$ cat src/rtl/pedometer_cmd_seq.sv
// pedometer_cmd_seq
// -----------------
// Upstream command sequencer for the pedometer core. Two small FIFOs hold
// accelerometer sample pairs and weight-register writes. A small FSM picks the
// next command and drives the core's one-cycle command interface:
//   countSteps        with A/B
//   updateWeight      with Addr1/Data1
//   dualUpdateWeights with Addr1/Data1 and Addr2/Data2
// After every command it holds an idle gap of CMD_GAP cycles.
//
// Ports
//   clk, reset                  rising-edge clock, async active-low reset
//   sample_valid/_a/_b/_ready   sample-pair push handshake
//   wr_valid/_addr/_data/_ready weight-write push handshake
//   countSteps, updateWeight,
//   dualUpdateWeights           one-cycle command pulses, mutually exclusive
//   A, B, Addr1, Data1,
//   Addr2, Data2                command fields, held until the next command
//                               of the same kind overwrites them
//   busy                        any FIFO non-empty or FSM not idle
module pedometer_cmd_seq #(
   parameter int SAMPLE_DEPTH = 4,
   parameter int WR_DEPTH     = 4,
   parameter int CMD_GAP      = 1
) (
   input  logic       clk,
   input  logic       reset,
   input  logic       sample_valid,
   input  logic [7:0] sample_a,
   input  logic [7:0] sample_b,
   output logic       sample_ready,
   input  logic       wr_valid,
   input  logic [2:0] wr_addr,
   input  logic [7:0] wr_data,
   output logic       wr_ready,
   output logic       countSteps,
   output logic       updateWeight,
   output logic       dualUpdateWeights,
   output logic [7:0] A,
   output logic [7:0] B,
   output logic [2:0] Addr1,
   output logic [7:0] Data1,
   output logic [2:0] Addr2,
   output logic [7:0] Data2,
   output logic       busy
);

   localparam int SPW = $clog2(SAMPLE_DEPTH);
   localparam int WPW = $clog2(WR_DEPTH);
   localparam logic [SPW:0] S_FULL   = (SPW + 1)'(SAMPLE_DEPTH);
   localparam logic [WPW:0] W_FULL   = (WPW + 1)'(WR_DEPTH);
   localparam logic [3:0]   GAP_LOAD = (CMD_GAP > 0) ? 4'(CMD_GAP - 1) : 4'd0;

   typedef enum logic [2:0] {IDLE, ISSUE_STEP, ISSUE_SINGLE, ISSUE_DUAL, GAP} state_t;
   typedef enum logic [1:0] {PICK_NONE, PICK_STEP, PICK_SINGLE, PICK_DUAL} pick_t;

   state_t     state;
   pick_t      pick;
   logic [3:0] gap_cnt;
   logic       armed;        // set by the first clock edge after reset release

   // ---------------- sample FIFO ----------------
   logic [7:0]     s_mem_a [SAMPLE_DEPTH];
   logic [7:0]     s_mem_b [SAMPLE_DEPTH];
   logic [SPW-1:0] s_wr_ptr, s_rd_ptr;
   logic [SPW:0]   s_cnt;
   logic [SPW:0]   s_seen;   // occupancy as seen by the FSM, one cycle behind
   logic           s_push, s_pop;

   // ---------------- weight FIFO ----------------
   logic [2:0]     w_mem_addr [WR_DEPTH];
   logic [7:0]     w_mem_data [WR_DEPTH];
   logic [WPW-1:0] w_wr_ptr, w_rd_ptr, w_rd_nxt;
   logic [WPW:0]   w_cnt;
   logic [WPW:0]   w_seen;
   logic           w_push;
   logic [1:0]     w_pop_n;  // 0, 1 or 2 entries leave per cycle

   assign sample_ready = armed && (s_cnt != S_FULL);
   assign wr_ready     = armed && (w_cnt != W_FULL);
   assign s_push       = sample_valid && sample_ready;
   assign w_push       = wr_valid && wr_ready;
   assign w_rd_nxt     = w_rd_ptr + WPW'(1);

   // The FSM decides from the lagged occupancy, which gives every new entry one
   // registration cycle before the IDLE decision cycle. The lagged view never
   // exceeds the real count while in IDLE, since pops only happen on the edge
   // leaving IDLE and at least one ISSUE cycle follows each of them.
   always_comb begin
      // NOTE: default assignment first so no path leaves pick unassigned,
      // which would otherwise infer a latch.
      pick = PICK_NONE;
      if (w_seen >= (WPW + 1)'(2))
         pick = (w_mem_addr[w_rd_ptr] != w_mem_addr[w_rd_nxt]) ? PICK_DUAL : PICK_SINGLE;
      else if (w_seen == (WPW + 1)'(1))
         pick = PICK_SINGLE;
      else if (s_seen != '0)
         pick = PICK_STEP;
   end

   assign s_pop   = (state == IDLE) && (pick == PICK_STEP);
   assign w_pop_n = (state != IDLE)      ? 2'd0 :
                    (pick == PICK_DUAL)  ? 2'd2 :
                    (pick == PICK_SINGLE)? 2'd1 : 2'd0;

   assign busy = (s_cnt != '0) || (w_cnt != '0) || (state != IDLE);

   // NOTE: FIFO storage is deliberately left out of reset; the counts and
   // pointers alone define which slots hold valid data.
   always_ff @(posedge clk) begin
      if (s_push) begin
         s_mem_a[s_wr_ptr] <= sample_a;
         s_mem_b[s_wr_ptr] <= sample_b;
      end
      if (w_push) begin
         w_mem_addr[w_wr_ptr] <= wr_addr;
         w_mem_data[w_wr_ptr] <= wr_data;
      end
   end

   always_ff @(posedge clk or negedge reset) begin
      if (!reset) begin
         armed    <= 1'b0;
         s_wr_ptr <= '0;
         s_rd_ptr <= '0;
         s_cnt    <= '0;
         s_seen   <= '0;
         w_wr_ptr <= '0;
         w_rd_ptr <= '0;
         w_cnt    <= '0;
         w_seen   <= '0;
      end else begin
         armed    <= 1'b1;
         s_wr_ptr <= s_wr_ptr + SPW'(s_push);
         s_rd_ptr <= s_rd_ptr + SPW'(s_pop);
         s_cnt    <= s_cnt + (SPW + 1)'(s_push) - (SPW + 1)'(s_pop);
         s_seen   <= s_cnt;
         w_wr_ptr <= w_wr_ptr + WPW'(w_push);
         w_rd_ptr <= w_rd_ptr + WPW'(w_pop_n);
         w_cnt    <= w_cnt + (WPW + 1)'(w_push) - (WPW + 1)'(w_pop_n);
         w_seen   <= w_cnt;
      end
   end

   // Command FSM. Pulses default low every cycle; the data fields load only on
   // the IDLE->ISSUE edge and only for the command being issued.
   always_ff @(posedge clk or negedge reset) begin
      if (!reset) begin
         state             <= IDLE;
         gap_cnt           <= '0;
         countSteps        <= 1'b0;
         updateWeight      <= 1'b0;
         dualUpdateWeights <= 1'b0;
         A                 <= '0;
         B                 <= '0;
         Addr1             <= '0;
         Data1             <= '0;
         Addr2             <= '0;
         Data2             <= '0;
      end else begin
         // NOTE: non-blocking throughout, so every read in this block sees the
         // pre-edge value regardless of statement order.
         countSteps        <= 1'b0;
         updateWeight      <= 1'b0;
         dualUpdateWeights <= 1'b0;
         case (state)
            IDLE: begin
               case (pick)
                  PICK_STEP: begin
                     state      <= ISSUE_STEP;
                     countSteps <= 1'b1;
                     A          <= s_mem_a[s_rd_ptr];
                     B          <= s_mem_b[s_rd_ptr];
                  end
                  PICK_SINGLE: begin
                     state        <= ISSUE_SINGLE;
                     updateWeight <= 1'b1;
                     Addr1        <= w_mem_addr[w_rd_ptr];
                     Data1        <= w_mem_data[w_rd_ptr];
                  end
                  PICK_DUAL: begin
                     state             <= ISSUE_DUAL;
                     dualUpdateWeights <= 1'b1;
                     Addr1             <= w_mem_addr[w_rd_ptr];
                     Data1             <= w_mem_data[w_rd_ptr];
                     Addr2             <= w_mem_addr[w_rd_nxt];
                     Data2             <= w_mem_data[w_rd_nxt];
                  end
                  default: ;
               endcase
            end
            ISSUE_STEP, ISSUE_SINGLE, ISSUE_DUAL: begin
               if (CMD_GAP > 0) begin
                  state   <= GAP;
                  gap_cnt <= GAP_LOAD;
               end else begin
                  state <= IDLE;
               end
            end
            GAP: begin
               if (gap_cnt == 4'd0) state <= IDLE;
               else                 gap_cnt <= gap_cnt - 4'd1;
            end
            default: state <= IDLE;
         endcase
      end
   end

endmodule

$ cat config.mk
export PLATFORM = sky130hd
export DESIGN_NAME = pedometer_cmd_seq
export DESIGN_NICKNAME = d
export VERILOG_FILES = /design/src/rtl/pedometer_cmd_seq.sv
export SDC_FILE = /design/constraint.sdc
export NUM_CORES = 1
export LEC_CHECK = 0
export ABC_AREA = 1
export ABC_CLOCK_PERIOD_IN_PS = 2640
export CORE_MARGIN = 4
export CORE_UTILIZATION = 30
export DETAILED_ROUTE_END_ITERATION = 16
export PLACE_DENSITY = 0.51
export SETUP_SLACK_MARGIN = 0.4
export SYNTH_ARGS = -nofsm -noshare
export SYNTH_HDL_FRONTEND = slang
export SYNTH_SLANG_ARGS = --single-unit
$ cat constraint.sdc
create_clock -name clk -period 2.64 [get_ports clk]
set_clock_uncertainty 0.1 [all_clocks]
set_input_delay 0.528 -clock clk [delete_from_list [all_inputs] [get_ports clk]]
set_output_delay 0.528 -clock clk [all_outputs]
set_load 0.01 [all_outputs]
==> results.toml, run 1 <==
[worst_setup_path]
slowest_delay_ns = 0.47
cp_cell_sequence = "clkinv_4 -> buf_6 -> nand2_4 -> nand2_2 -> nand2_2 -> nand2_2 -> nand2_2 -> nand2_2 -> nand3_2 -> nand2_2 -> nand2_4 -> inv_2 -> nand2_2 -> nand2_2 -> ha_4 -> fa_2 -> xnor2_2 -> xor2_1"
worst_setup_path_start_kind = "flip-flop"
r2r-start = "w_rd_ptr[0]$_DFF_PN0_"
cp.required_ns = 2.84
worstSetupPathType = "reg2reg"
path_max_fanout = 6
critical_path.top_delay_family = "simple AND/OR/NAND/NOR gates"
reg2regPathDepth = 18
crit_path_end_kind = "flip-flop"
r2r_slack_ns = 0.08
crit_path_top_delay_cell = "dfrtp_2"
rr_endpoint = "w_cnt[2]$_DFF_PN0_"
cpMostUsedCell = "nand2_2"
critPathArrivalTime_ns = 2.76
critPathBufInv = 3

[yosys]
synth.top_cell.area_share_pct = 44.9
syn_avg_cell_area_um2 = 11.8
synth_top_family_by_area = "simple AND/OR/NAND/NOR gates"
yosys_register_bits = 177
synthAdderAreaFrac_pct = 2.11
synthFlopType = "edfxtp_1"
syn_area_um2 = 7220
seq_area_frac_synth_pct = 68.8
synth-async-reset-ratio_pct = 39.0
synthTopCellsByCount = "nand2_1 (123), edfxtp_1 (108), dfrtp_1 (69)"
yosys_warnings = 0
synth.most_common_cell = "nand2_1"
synthMuxAreaShare_pct = 2.50
synthesis.nets = 655
synthCells = 613
synthTopCellsByArea = "edfxtp_1 (45%), dfrtp_1 (24%), nand2_1 (6.4%), o21ai_0 (4.0%), nor2_1 (2.6%)"
synth-edff-count = 108
yosys.area_share.simple_pct = 12.5
synth_compound_area_share_pct = 8.82
synthXorXnorAreaFrac_pct = 0.970
yosysUniqueCellTypes = 35
synth_largest_area_cell = "edfxtp_1"

[clocking]
clock_latency_ns = 0.43
numCtsBuffers = 17
root_buffer = "clkbuf_16"
clkTransAtPathRegs_ns = 0.07
cts.sinks = 177
tritoncts = "done"
htree_levels = 4
clock_path_buffers = 2

[die]
start_util_pct = 30.7
design.die.area_um2 = 26600
ios = 75
rows = 56
die_w_um = 163
die_h_um = 163
core_area_um2 = 23500

[timing]
tightest_slew_ns = 0.977
final-hold-violation-count = 0
report.final.slew_viol_count = 0
period_share_pct = 97.0
finalSetupViolations = 0
fin_ws_ns = 0.0801
rsz0062_at_grt = "true"
period_minus_slack_ns = 2.56
fmax_mhz = 391
max_slew_margin_pct = 34.8

[power_and_ir_drop]
comb_power_share_pct = 42.8
p_total_mw = 11.5
vdd_drop_max_uv = 477
pwr-share-clk_pct = 22.1
p_sw_mw = 4.24
swShare_pct = 36.7
intPower_mw = 7.30
p_leak_nw = 3.83
seq_power_share_pct = 35.2
p_per_area_nw_per_um2 = 1210

[flow_run]
max_cap_violations = 0

[cells_and_area]
fin_cells = 1075
fin_area_um2 = 9540
drive_gt1_share_pct = 22.0
area_growth_pct = 32.1
nets = 784
final_core_util_pct = 40.5

[route]
viasPerCell = 4.66
first_pass_iters = 6
drc = 0
wire_per_inst_um = 16.3
first_iter_violations = 351
dr_total_vias = 5007
postRouteAntennaNets = 0
wl_um = 17500

[placed_design]
dpl.cell_count = 1003
place.gp.congestion = 0.792
postPlaceCellArea_um2 = 8450
port_buffers = 74
place_ws_ns = 0.0648
hpwl_um = 10600

[global_route]
grt_start_max_net_pins = 46
grt_overflow = 0
grt.total_usage_pct = 13.4
first_global_vias = 5230
antenna_found_initial = 0
grt_pass1_wl_um = 27500

[worst_hold_path]
min_path_cells = 0
hold_class = "reg2reg"
min_from = "s_cnt[0]$_DFF_PN0_"
hold_end = "s_seen[0]$_DFF_PN0_"

[status]
status = "complete, no violations"
-- cell families after synthesis --
kind of cell	count (synthesis)
AOI/OAI and AO/OA	115
xor gates and xnor gates	8
adders and majority gates	11
buffers and inverters	69
DFF	177
muxes	16
other	1
and+or+nand+nor	216
-- flip-flops by register name, indices dropped and copies added, names as in the netlist, 3 cells and up --
| name | flops |
|---|---|
| A | 8 |
| Addr1 | 3 |
| Addr2 | 3 |
| B | 8 |
| Data1 | 8 |
| Data2 | 8 |
| gap_cnt | 4 |
| s_cnt | 3 |
| s_mem_a | 32 |
| s_mem_b | 32 |
| s_seen | 3 |
| state | 3 |
| w_cnt | 3 |
| w_mem_addr | 12 |
| w_mem_data | 32 |
| w_seen | 3 |
-- cell usage in the layout, fill, tap and decap left out, types with 3 or more instances in the layout --
cell / count
inv_8: 3
inv_6: 4
nand2_2: 18
nand3_1: 22
clkbuf_16: 17
buf_4: 47
nor3_1: 4
clkinv_8: 4
mux2_2: 16
o211ai_1: 8
o22ai_1: 17
nand2_1: 103
edfxtp_1: 108
nand2_4: 6
clkdlybuf4s50_1: 70
xor2_1: 5
nor3_2: 4
buf_6: 13
o21ai_0: 56
a21oi_1: 20
ha_4: 3
a31oi_1: 8
dfrtp_1: 67
ha_1: 5
nor2_1: 49
inv_1: 35
inv_2: 6
-- through the flow --
step	hold slack (ns)	setup TNS [ns]
floorplan	0.132	0
global placement	0.295	0
detailed placement	0.296	0
CTS	0.316	0
global route	0.351	-0.0666
finish	0.325	0
-- worst max path at each step --
stage                          start                 endpoint  slack, ns  cells past startpoint
2_1_floorplan     s_cnt[1]$_DFF_PN0_  s_mem_a[0][0]$_DFFE_PP_       0.06                      4
3_3_place_gp   w_rd_ptr[0]$_DFF_PN0_       w_cnt[2]$_DFF_PN0_       0.15                     17
3_5_place_dp   w_rd_ptr[1]$_DFF_PN0_       w_cnt[2]$_DFF_PN0_       0.06                     16
4_1_cts        w_rd_ptr[0]$_DFF_PN0_       w_cnt[2]$_DFF_PN0_       0.13                     17
5_1_grt        w_rd_ptr[0]$_DFF_PN0_       w_cnt[2]$_DFF_PN0_      -0.07                     18
6_report       w_rd_ptr[0]$_DFF_PN0_       w_cnt[2]$_DFF_PN0_       0.08                     18
-- per-layer routing --
layer | vias to the layer above | GRT usage (%) | share of wire (%)
li1 | 2387 | - | -
met1 | 2451 | 16.5 | 42
met3 | 30 | 3.33 | 5.2
met5 | - | 0 | 0
met4 | 0 | 4.96 | 2.2
met2 | 139 | 22.8 | 50
-- area by class of cell --
type	instances	area, µm²
inverter	43	171
sequential	177	4970
timing repair inverter	1	3.75
multi-input combinational	367	2130
clock buffer	17	425
fill	2244	14000
antenna	1	2.50
timing repair buffer	135	1250
tap	319	399
clock inverter	15	185
-- power by group through the flow --
stage	clock [mW]	sequential, mW	combinational (mW)
floorplan	0	4.14	2.38
global placement	0	4.06	3.90
detailed placement	0	4.08	4.00
CTS	2.62	4.05	4.58
global route	2.74	4.13	5.44
finish	2.55	4.06	4.93
-- repair_timing --
action / CTS / global route
hold buffers: 1 / 0
pin swaps: 11 / 18
gates resized for setup: 20 / 42
setup endpoints to repair: 5 / 17
endpoints found under the hold margin: 24 / 0
buffers inserted: 32 / 4
cloned: 2 / 0
Note: power is estimated with default switching activity, not from simulation.
==> inputs of run 2 (changes only) <==
--- a/config.mk
+++ b/config.mk
@@ -11,7 +11,7 @@
 export CORE_UTILIZATION = 30
 export DETAILED_ROUTE_END_ITERATION = 16
 export PLACE_DENSITY = 0.51
-export SETUP_SLACK_MARGIN = 0.4
+export SETUP_SLACK_MARGIN = 0.15
 export SYNTH_ARGS = -nofsm -noshare
 export SYNTH_HDL_FRONTEND = slang
 export SYNTH_SLANG_ARGS = --single-unit
==> results.toml, run 2 (synthesis results as in run 1) <==
[status]
status = "complete, no violations"

[timing]
final-hold-violation-count = 0
fmax_mhz = 382
period_share_pct = 99.1
period_minus_slack_ns = 2.61
tightest_slew_ns = 0.578
holdWs_ns = 0.317
fin_ws_ns = 0.0251
finalSetupViolations = 0
max_slew_margin_pct = 61.4
report.final.slew_viol_count = 0
rsz0062_at_grt = "true"

[die]
design.die.area_um2 = 26600
start_util_pct = 30.7
die_h_um = 163
ios = 75
core_area_um2 = 23500
die_w_um = 163
rows = 56

[cells_and_area]
final_common_cell = "nand2_1"
area_growth_pct = 29.8
fin_area_um2 = 9370
nets = 776
final_core_util_pct = 39.8
mostFrequentLayoutCells = "nand2_1 (114), edfxtp_1 (108), clkdlybuf4s50_1 (72)"
insertedDiodeCount = 0
drive_gt1_share_pct = 18.2
fillers = 2257
top_regs = "s_mem_a (32), s_mem_b (32), w_mem_data (32)"

[power_and_ir_drop]
p_total_mw = 11.2
p_per_area_nw_per_um2 = 1190
intPower_mw = 7.02
p_sw_mw = 4.14
p_leak_nw = 3.75
seq_power_share_pct = 36.4
comb_power_share_pct = 41.3
vdd_drop_max_uv = 526
pwr-share-clk_pct = 22.2
swShare_pct = 37.1

[clocking]
clock_latency_ns = 0.43
htree_levels = 4
root_buffer = "clkbuf_16"
cts.sinks = 177
clkTransAtPathRegs_ns = 0.07
tritoncts = "done"
clock_path_buffers = 2
numCtsBuffers = 17

[worst_setup_path]
crit_path_end_kind = "flip-flop"
worst_setup_path_start_kind = "flip-flop"
critPathArrivalTime_ns = 2.82
cpMostUsedCell = "nand2_1"
critical_path.top_delay_family = "simple AND/OR/NAND/NOR gates"
crit_path_top_delay_cell = "dfrtp_2"
path_max_fanout = 7
slowest_delay_ns = 0.48
cp_cell_sequence = "clkinvlp_4 -> nand2_1 -> nand2_1 -> nand2_1 -> nand2_1 -> nand2_1 -> nand2_1 -> nand3_4 -> nand2_2 -> nand2_2 -> inv_2 -> nand2_2 -> nand2_2 -> ha_4 -> fa_2 -> xnor2_2 -> xor2_1"
worstSetupPathType = "reg2reg"
cp.required_ns = 2.85
critPathBufInv = 2

[global_route]
grt_pass1_wl_um = 26900
grt.total_usage_pct = 13.0
grt_overflow = 0
grt_start_max_net_pins = 36
first_global_vias = 5099
antenna_found_initial = 0

[worst_hold_path]
hold_class = "reg2reg"

[placed_design]
place.gp.congestion = 0.808
port_buffers = 74
hpwl_um = 10700
postPlaceCellArea_um2 = 8460
place_ws_ns = 0.0262

[route]
postRouteAntennaNets = 0
dr_total_vias = 4979
viasPerCell = 4.67
drc = 0
first_pass_iters = 5
wl_um = 17100
first_iter_violations = 321
wire_per_inst_um = 16.0

[flow_run]
max_cap_violations = 0
## run 2: cell count changes in the layout (fill, tap and decap cells not counted), moves of 3 or more
cell     before  now
ha_1          5    8
buf_4        47   41
nand2_1     103  114
nand2_2      18   11
nand2_4       6    1
## run 2: path summary, 6_finish.rpt
kind / depth (start not counted) / start / slack [ns] / endpoint
max: 17 / w_rd_ptr[0]$_DFF_PN0_ / 0.03 / w_cnt[2]$_DFF_PN0_
min: 0 / s_cnt[0]$_DFF_PN0_ / 0.32 / s_seen[0]$_DFF_PN0_
max reg2reg: 17 / w_rd_ptr[0]$_DFF_PN0_ / 0.03 / w_cnt[2]$_DFF_PN0_
min reg2reg: 0 / s_cnt[0]$_DFF_PN0_ / 0.32 / s_seen[0]$_DFF_PN0_
max in group asynchronous: 3 / reset / 1.36 / Data1[3]$_DFFE_PN0P_
min in group asynchronous: 2 / reset / 0.51 / A[5]$_DFFE_PN0P_
## run 2: worst reg2reg max path: cells and delay by family (launching register included)
family                   cells  cell delay, ns
adder cells (fa/ha/maj)      2            0.51
AND/OR/NAND/NOR             11            0.87
flip-flops                   1            0.48
buffers and inverters        2            0.25
XOR/XNOR                     2            0.28
## run 2: timing repair
action	in CTS	in global routing
cloned	2	0
hold endpoints to repair	33	0
hold buffers	1	0
endpoints found under the setup margin	3	5
pin swaps	12	17
buffers inserted	21	2
resized for setup	11	22
## run 2: routing by layer
layer / wire (µm) / global-route usage [%] / part of all wire, % / up-vias
met4: 308 / 4.42 / 1.8 / 0
met3: 711 / 3.38 / 4.2 / 33
met1: 7660 / 16.7 / 45 / 2456
met2: 8370 / 21.5 / 49 / 124
met5: 0 / 0 / 0 / -
li1: - / - / - / 2366
## run 2: power groups by stage
stage | Combinational (mW) | Sequential, mW | Clock, mW
after floorplan | 2.33 | 4.13 | 0
after global placement | 3.86 | 4.08 | 0
after detailed placement | 3.96 | 4.10 | 0
after CTS | 4.38 | 4.06 | 2.55
after global routing | 5.09 | 4.14 | 2.66
final | 4.61 | 4.06 | 2.48
## run 2: layout make-up
cell class,instances,area [µm²],share of cell area (%)
flip-flops and latches,177,4970,53.1
multi-input cells,367,2040,21.7
repair buffers,127,1190,12.8
clock buffers,17,425,4.54
well taps,319,399,4.26
inverters,43,169,1.80
clock inverters,15,166,1.78
repair inverters,1,7.51,0.0801
## run 2: metrics by stage
step,std cells,setup TNS [ns]
after floorplan,613,0
after global placement,1008,0
after detailed placement,1008,0
after CTS,1064,0
after global routing,1066,-0.0975
final,1066,0
